<file path="src/rtl/dual_ser_pkg.sv">
// Shared types and constants for the dual-stream serializer.
//   state_e   : serializer FSM states (IDLE: line quiet, SHIFT: a frame bit is on the line)
//   DEF_WIDTH : default bits per word per stream
//   cnt_width : width of the in-frame bit counter for a given word width
// Optional feature macro: DUAL_SER_PARITY_EN (see dual_seq_serializer.sv).
package dual_ser_pkg;

    typedef enum logic {
        IDLE,
        SHIFT
    } state_e;

    localparam int unsigned DEF_WIDTH = 32;

    // Wide enough to count to WIDTH, which the parity bit index needs.
    function automatic int unsigned cnt_width(input int unsigned width);
        return $clog2(width + 1);
    endfunction

endpackage

</file>
<file path="src/rtl/dual_seq_serializer_if.sv">
// Word-pair input handshake plus serial output side of the dual-stream serializer.
//   in_valid/in_ready   : pair handshake, transfer on an edge where both are high
//   in_word1/in_word2   : words for stream 1 / stream 2
//   out_en              : downstream advance enable
//   seq1/seq2           : serial streams, MSB first
//   bit_valid           : a real bit is on seq1/seq2 this cycle
//   frame_start/_last   : current bit is first / last of a frame
// Modports: master drives the word side and out_en, slave is the serializer.
// Optional feature macro: DUAL_SER_PARITY_EN (no effect on this interface).
interface dual_seq_serializer_if #(
    parameter int unsigned WIDTH = dual_ser_pkg::DEF_WIDTH
);
    logic             in_valid;
    logic             in_ready;
    logic [WIDTH-1:0] in_word1;
    logic [WIDTH-1:0] in_word2;
    logic             out_en;
    logic             seq1;
    logic             seq2;
    logic             bit_valid;
    logic             frame_start;
    logic             frame_last;

    modport master (
        output in_valid, in_word1, in_word2, out_en,
        input  in_ready, seq1, seq2, bit_valid, frame_start, frame_last
    );

    modport slave (
        input  in_valid, in_word1, in_word2, out_en,
        output in_ready, seq1, seq2, bit_valid, frame_start, frame_last
    );

endinterface

</file>
<file path="src/rtl/ser_shift_lane.sv">
// One serializer lane: holding-buffer word, MSB-first shift register and,
// with DUAL_SER_PARITY_EN defined, an even-parity flop captured at load.
// Ports:
//   clk, rst  : clock, asynchronous active-high reset
//   capture   : write word into the holding buffer
//   load      : move holding buffer into the shift register
//   shift     : shift left by one, zero fill
//   clear     : clear the shift register
//   par_sel   : (parity builds only) drive the parity flop instead of the MSB
//   word      : incoming word
//   bit_out   : serial bit
module ser_shift_lane #(
    parameter int unsigned WIDTH = 32
) (
    input  logic             clk,
    input  logic             rst,
    input  logic             capture,
    input  logic             load,
    input  logic             shift,
    input  logic             clear,
`ifdef DUAL_SER_PARITY_EN
    input  logic             par_sel,
`endif
    input  logic [WIDTH-1:0] word,
    output logic             bit_out
);

    logic [WIDTH-1:0] hb_q;
    logic [WIDTH-1:0] sr_q;

    always_ff @(posedge clk or posedge rst) begin
        if (rst) begin
            hb_q <= '0;
        end else if (capture) begin
            hb_q <= word;
        end
    end

    always_ff @(posedge clk or posedge rst) begin
        if (rst) begin
            sr_q <= '0;
        end else if (load) begin
            sr_q <= hb_q;
        end else if (shift) begin
            sr_q <= {sr_q[WIDTH-2:0], 1'b0};
        end else if (clear) begin
            sr_q <= '0;
        end
    end

`ifdef DUAL_SER_PARITY_EN
    logic par_q;

    always_ff @(posedge clk or posedge rst) begin
        if (rst) begin
            par_q <= 1'b0;
        end else if (load) begin
            par_q <= ^hb_q;
        end
    end

    assign bit_out = par_sel ? par_q : sr_q[WIDTH-1];
`else
    assign bit_out = sr_q[WIDTH-1];
`endif

endmodule

</file>
<file path="src/rtl/dual_seq_serializer.sv">
// Dual-stream serializer: accepts 32-bit word pairs over valid/ready and shifts
// them out MSB-first as two lock-stepped serial streams. A one-entry holding
// buffer lets the next pair load on the last bit of the current frame, so
// back-to-back pairs produce a gapless bitstream.
// Ports:
//   clk  : clock, all logic on rising edge
//   rst  : asynchronous active-high reset
//   bus  : dual_seq_serializer_if.slave (handshake, out_en, serial outputs)
// Optional feature macro: DUAL_SER_PARITY_EN appends one even-parity bit per
// stream to every frame (frame length WIDTH+1).
module dual_seq_serializer
    import dual_ser_pkg::*;
#(
    parameter int unsigned WIDTH = DEF_WIDTH
) (
    input  logic                  clk,
    input  logic                  rst,
    dual_seq_serializer_if.slave  bus
);

`ifdef DUAL_SER_PARITY_EN
    localparam int unsigned FRAME = WIDTH + 1;
`else
    localparam int unsigned FRAME = WIDTH;
`endif
    localparam int unsigned CW = cnt_width(WIDTH);
    localparam logic [CW-1:0] LAST_IDX = CW'(FRAME - 1);

    state_e        state_q;
    logic [CW-1:0] cnt_q;
    logic          hb_full_q;

    logic at_last;
    logic load;
    logic shift;
    logic clear;
    logic accept;
    logic bit1;
    logic bit2;

    assign at_last = (state_q == SHIFT) && (cnt_q == LAST_IDX);
    // Loading from IDLE ignores out_en: it puts the MSB on the line, it is not a shift.
    assign load    = hb_full_q && ((state_q == IDLE) || (bus.out_en && at_last));
    assign shift   = (state_q == SHIFT) && bus.out_en && !at_last;
    assign clear   = bus.out_en && at_last && !hb_full_q;

    // The load edge frees the buffer, so a new pair can be taken on that same edge.
    assign bus.in_ready = !hb_full_q || load;
    assign accept       = bus.in_valid && bus.in_ready;

    always_ff @(posedge clk or posedge rst) begin
        if (rst) begin
            state_q   <= IDLE;
            cnt_q     <= '0;
            hb_full_q <= 1'b0;
        end else begin
            hb_full_q <= accept || (hb_full_q && !load);
            unique case (state_q)
                IDLE: begin
                    if (load) begin
                        state_q <= SHIFT;
                        cnt_q   <= '0;
                    end
                end
                SHIFT: begin
                    if (load) begin
                        cnt_q <= '0;
                    end else if (shift) begin
                        cnt_q <= cnt_q + CW'(1);
                    end else if (clear) begin
                        state_q <= IDLE;
                        cnt_q   <= '0;
                    end
                end
                default: begin
                    state_q <= IDLE;
                    cnt_q   <= '0;
                end
            endcase
        end
    end

`ifdef DUAL_SER_PARITY_EN
    logic par_sel;
    assign par_sel = (cnt_q == CW'(WIDTH));
`endif

    ser_shift_lane #(
        .WIDTH (WIDTH)
    ) u_lane1 (
        .clk     (clk),
        .rst     (rst),
        .capture (accept),
        .load    (load),
        .shift   (shift),
        .clear   (clear),
`ifdef DUAL_SER_PARITY_EN
        .par_sel (par_sel),
`endif
        .word    (bus.in_word1),
        .bit_out (bit1)
    );

    ser_shift_lane #(
        .WIDTH (WIDTH)
    ) u_lane2 (
        .clk     (clk),
        .rst     (rst),
        .capture (accept),
        .load    (load),
        .shift   (shift),
        .clear   (clear),
`ifdef DUAL_SER_PARITY_EN
        .par_sel (par_sel),
`endif
        .word    (bus.in_word2),
        .bit_out (bit2)
    );

    assign bus.bit_valid   = (state_q == SHIFT);
    assign bus.seq1        = (state_q == SHIFT) && bit1;
    assign bus.seq2        = (state_q == SHIFT) && bit2;
    assign bus.frame_start = (state_q == SHIFT) && (cnt_q == '0);
    assign bus.frame_last  = at_last;

endmodule

</file>
<file path="src/flat_wrapper.sv">
// flat-port wrapper written by rule: the top's interface ports become plain ports
module dual_seq_serializer_flat import dual_ser_pkg::*;
#(
    parameter int unsigned WIDTH = DEF_WIDTH
)
  (clk, rst, bus_in_valid, bus_in_word1, bus_in_word2, bus_out_en, bus_in_ready, bus_seq1, bus_seq2, bus_bit_valid, bus_frame_start, bus_frame_last);
  dual_seq_serializer_if #(.WIDTH(WIDTH)) bus_i ();
  input  logic clk;
  input  logic rst;
  input wire logic [$bits(bus_i.in_valid)-1:0] bus_in_valid;
  input wire logic [$bits(bus_i.in_word1)-1:0] bus_in_word1;
  input wire logic [$bits(bus_i.in_word2)-1:0] bus_in_word2;
  input wire logic [$bits(bus_i.out_en)-1:0] bus_out_en;
  output wire logic [$bits(bus_i.in_ready)-1:0] bus_in_ready;
  output wire logic [$bits(bus_i.seq1)-1:0] bus_seq1;
  output wire logic [$bits(bus_i.seq2)-1:0] bus_seq2;
  output wire logic [$bits(bus_i.bit_valid)-1:0] bus_bit_valid;
  output wire logic [$bits(bus_i.frame_start)-1:0] bus_frame_start;
  output wire logic [$bits(bus_i.frame_last)-1:0] bus_frame_last;
  assign bus_i.in_valid = bus_in_valid;
  assign bus_i.in_word1 = bus_in_word1;
  assign bus_i.in_word2 = bus_in_word2;
  assign bus_i.out_en = bus_out_en;
  assign bus_in_ready = bus_i.in_ready;
  assign bus_seq1 = bus_i.seq1;
  assign bus_seq2 = bus_i.seq2;
  assign bus_bit_valid = bus_i.bit_valid;
  assign bus_frame_start = bus_i.frame_start;
  assign bus_frame_last = bus_i.frame_last;
  dual_seq_serializer #(.WIDTH(WIDTH)) u_core (.clk(clk), .rst(rst), .bus(bus_i));
endmodule
</file>
<file path="config.mk">
export PLATFORM = sky130hd
export DESIGN_NAME = dual_seq_serializer_flat
export DESIGN_NICKNAME = d
export VERILOG_FILES = /design/src/rtl/dual_ser_pkg.sv /design/src/rtl/dual_seq_serializer_if.sv /design/src/rtl/ser_shift_lane.sv /design/src/rtl/dual_seq_serializer.sv /design/src/flat_wrapper.sv
export SDC_FILE = /design/constraint.sdc
export NUM_CORES = 1
export LEC_CHECK = 0
export BUFFER_PORTS_ARGS = -buffer_cell sky130_fd_sc_hd__clkbuf_2
export CORE_MARGIN = 1.5
export CORE_UTILIZATION = 35
export CTS_CLUSTER_SIZE = 20
export DETAILED_ROUTE_END_ITERATION = 12
export HOLD_SLACK_MARGIN = 0.03
export PLACE_DENSITY_LB_ADDON = 0.05
export REMOVE_ABC_BUFFERS = 1
export SYNTH_ARGS = -nofsm -noshare
export SYNTH_HDL_FRONTEND = slang
export SYNTH_SLANG_ARGS = --single-unit
</file>
<file path="constraint.sdc">
create_clock -name clk -period 5.3 [get_ports clk]
set_input_delay 1.06 -clock clk [delete_from_list [all_inputs] [get_ports clk]]
set_output_delay 1.06 -clock clk [all_outputs]
set_load 0.01 [all_outputs]
</file>
==> results_dict.tcl <==
set metrics [dict create \
    r2r-start "u_core.cnt_q[0]$_DFFE_PP0P_" \
    synth_top_area_share_pct 57.5 \
    final_layout_size_suffix_gt1_share_pct 38.1 \
    hold_buffers 0 \
    ys_seq_elements 136 \
    synth_edf_count 0 \
    ys_seq_area_share_pct 57.5 \
    worst_setup_path_startpoint "u_core.bus.bit_valid$_DFF_PP0_" \
    vdd_drop_max_uv 235 \
    layout.filler_cells 1531 \
    tritoncts_clock_tree "yes" \
    wl_per_cell_um 16.9 \
    finalClockSkew_ns 0.00895 \
    worstHoldStart "u_core.u_lane2.sr_q[6]$_DFFE_PP0P_" \
    regToRegSetupSlack_ns 2.74 \
    maxSlewViolCount 0 \
    global_route_wire_length_before_repair_um 20300 \
    track_usage_pct 14.8 \
    layout_min_cycle_time_ns 3.21 \
    synth_compound_area_share_pct 13.2 \
    synth_adder_area_share_pct 0.423 \
    postCtsResizedCells 0 \
    post_route_setup_tns_ns 0 \
    globalRoute.totalOverflow 0 \
    layout.cell_area.non_filler_mm2 0.00707 \
    synth.cells.most_frequent "dfrtp_1 (136), a221o_1 (62), and2_1 (62), mux2_4 (60), buf_6 (12)" \
    skew_pair_late_insertion_delay_ns 0.42 \
    synth_cell_types 34 \
    clock_pin_slew_of_the_registers_on_the_worst_case_setup_and_hold_paths_ns 0.06 \
    arrival_ns 2.15 \
    post_synth_main_area_contributors "dfrtp_1 (58%), mux2_4 (15%), a221o_1 (10%)" \
    crit_path_max_fanout 9 \
    worst_hold_path.num_cells 1 \
    dominantRegCellSynth "dfrtp_1" \
    crit_path_end_kind "primary output" \
    design.core.area_mm2 0.0165 \
    cts_setup_buffers 0 \
    synth.cell_area_mm2 0.00592 \
    crit-reg2reg-capture "u_core.u_lane2.sr_q[24]$_DFFE_PP0P_" \
    average_instance_area_after_synthesis_um2 14.8 \
    worst_hold_path_type "register to register" \
    place_area_mm2 0.00644 \
    gp_routability_congestion 0.744 \
    via_count_of_the_first_global_routing_pass 3733 \
    antenna_cells 0 \
    yosys.cell_count.top_type "dfrtp_1" \
    worst_r2r_path_depth 5 \
    post_synth_and_or_nand_nor_area_fraction_pct 9.20 \
    vias_per_cell 5.06 \
    synth_area_leader_cell "dfrtp_1" \
    nets 542 \
    total_power_consumption_of_the_routed_design_mw 2.77 \
    pre_cts_ws_ns 2.25 \
    drt_pre_antenna_iters 4 \
    drv_cap 0 \
    synth_top_family_by_area "multiplexers" \
    floorplan.die.width_um 133 \
    yosys-mux-area-fraction_pct 16.2 \
    worst-endpoint-required_ns 4.24 \
    1st_iter_drt_viols 229 \
    via_count 3570 \
    flow.area_growth_from_synthesis_pct 19.5 \
    leakage_nw 3.55 \
    buffer_ports.inserted 73 \
    htreeDepth 4 \
    fmax_ghz 0.311 \
    grt_antenna_before_repair 0 \
    max-clock-path-buffers 2 \
    cts.root.buffer_cell "clkbuf_16" \
    worst_slew_pin_slew_ns 1.16 \
    final_min_period_over_clock_period_pct 60.6 \
    floorplan.die.height_um 133 \
    count_of_final_hold_check_violations 0 \
    synth.yosys.warnings 0 \
    route.final.wire_length_um 11900 \
    numCtsBuffers 17 \
    power.density_cell_area_mw_per_mm2 393 \
    setup_slack_ns 2.09 \
    timing.final.setup_violations 0 \
    post_synthesis_cells 399 \
    parity_gate_share_of_the_synthesized_area_counting_xor_and_xnor_cells_pct 0 \
    start_util_pct 35.8 \
    dpl.hpwl_um 6820 \
    grt_max_degree 113 \
    min_delay_worst_endpoint "u_core.u_lane2.sr_q[7]$_DFFE_PP0P_" \
    status "completed" \
    route.detailed.drc 0 \
    worstSetupPathType "register to primary output" \
    clkSinkCount 136 \
    timing.slew.headroom_pct 22.2 \
    boundaryPins 74 \
    rsz_0062_raised_after_global_routing "false" \
    row_count 47 \
    design.die.area_mm2 0.0177 \
    ant_nets 0 \
    async_reset_ff_share_pct 100 \
    critical_path.startpoint_type "register" \
]
==> per-layer routing <==
layer	vias to the layer above	track usage [%]	wire length [um]
li1	1632	-	-
met1	1855	21.1	5980
met2	73	21.1	5340
met3	10	4.94	475
met4	0	4.58	138
met5	-	0	0
==> kinds of logic (layout without fill, tap and decap cells) <==
group / Yosys count / in the layout
and+or+nand+nor: 87 / 87
buffers and inverters: 29 / 115
AOI/OAI and AO/OA: 80 / 80
adders and majority gates: 2 / 2
muxes: 65 / 65
DFF: 136 / 136
==> how the worst max path moves through the flow <==
| stage | endpoint | cells past startpoint | slack [ns] |
|---|---|---|---|
| 6_report | bus_frame_start | 4 | 2.09 |
| 2_1_floorplan | u_core.bus.bit_valid$_DFF_PP0_ | 1 | 0.60 |
| 3_5_place_dp | u_core.u_lane1.sr_q[5]$_DFFE_PP0P_ | 5 | 2.25 |
| 4_1_cts | bus_frame_start | 4 | 2.09 |
| 3_3_place_gp | u_core.u_lane2.sr_q[4]$_DFFE_PP0P_ | 5 | 2.29 |
| 5_1_grt | bus_frame_start | 4 | 1.99 |
==> layout by cell type, fill, tap and decap left out, types with 2 or more instances in the layout <==
cell,n
nand2_1,7
buf_4,6
mux2_2,4
a22o_1,3
mux2_4,60
clkbuf_2,73
bufinv_16,4
o211ai_1,3
clkbuf_8,2
or3_1,2
nand2b_1,3
inv_1,3
and2_0,3
a21oi_1,2
a221o_1,62
ha_1,2
o21ai_0,2
clkinvlp_4,3
dfrtp_1,136
and2_1,62
nor3_1,2
clkinv_2,5
clkbuf_16,17
nand3_1,2
==> worst max-delay path, cell delays in order, from the launching register on <==
cell	delay, ns
dfrtp_1	0.53
inv_1	0.14
or4b_2	0.67
nor3_1	0.21
clkbuf_2	0.18
==> through the flow <==
stage | instances | utilization [%] | hold WS, ns
4_1_cts | 705 | 42.8 | 0.494
6_report | 705 | 42.8 | 0.494
3_3_place_gp | 673 | 39.0 | 0.478
2_1_floorplan | 374 | - | 0.466
5_1_grt | 705 | 42.8 | 0.502
3_5_place_dp | 673 | 39.0 | 0.481
==> flip-flops by register name, indices dropped and copies added, names as in the netlist <==
name                  flops
u_core.u_lane2.sr_q      32
u_core.u_lane1.hb_q      32
u_core.u_lane1.sr_q      32
u_core.bus.bit_valid      1
u_core.cnt_q              6
u_core.u_lane2.hb_q      32
u_core.hb_full_q          1
==> power by group <==
part	leakage, nW	internal, mW	total (mW)	switching [mW]
registers	1.78	1.15	1.23	0.0849
clock network	0.305	0.808	1.26	0.448
logic	1.47	0.164	0.285	0.121
total	3.55	2.12	2.77	0.654
==> area by class of cell <==
cell class              count  area [um2]  area share, %
clock buffers              19         453           6.41
multi-input cells         234        2330           33.0
inverters                   4        20.0          0.283
flip-flops and latches    136        3400           48.2
clock inverters            13         176           2.50
repair buffers             79         410           5.81
well taps                 220         275           3.89
(Power assumes the default switching activity.)
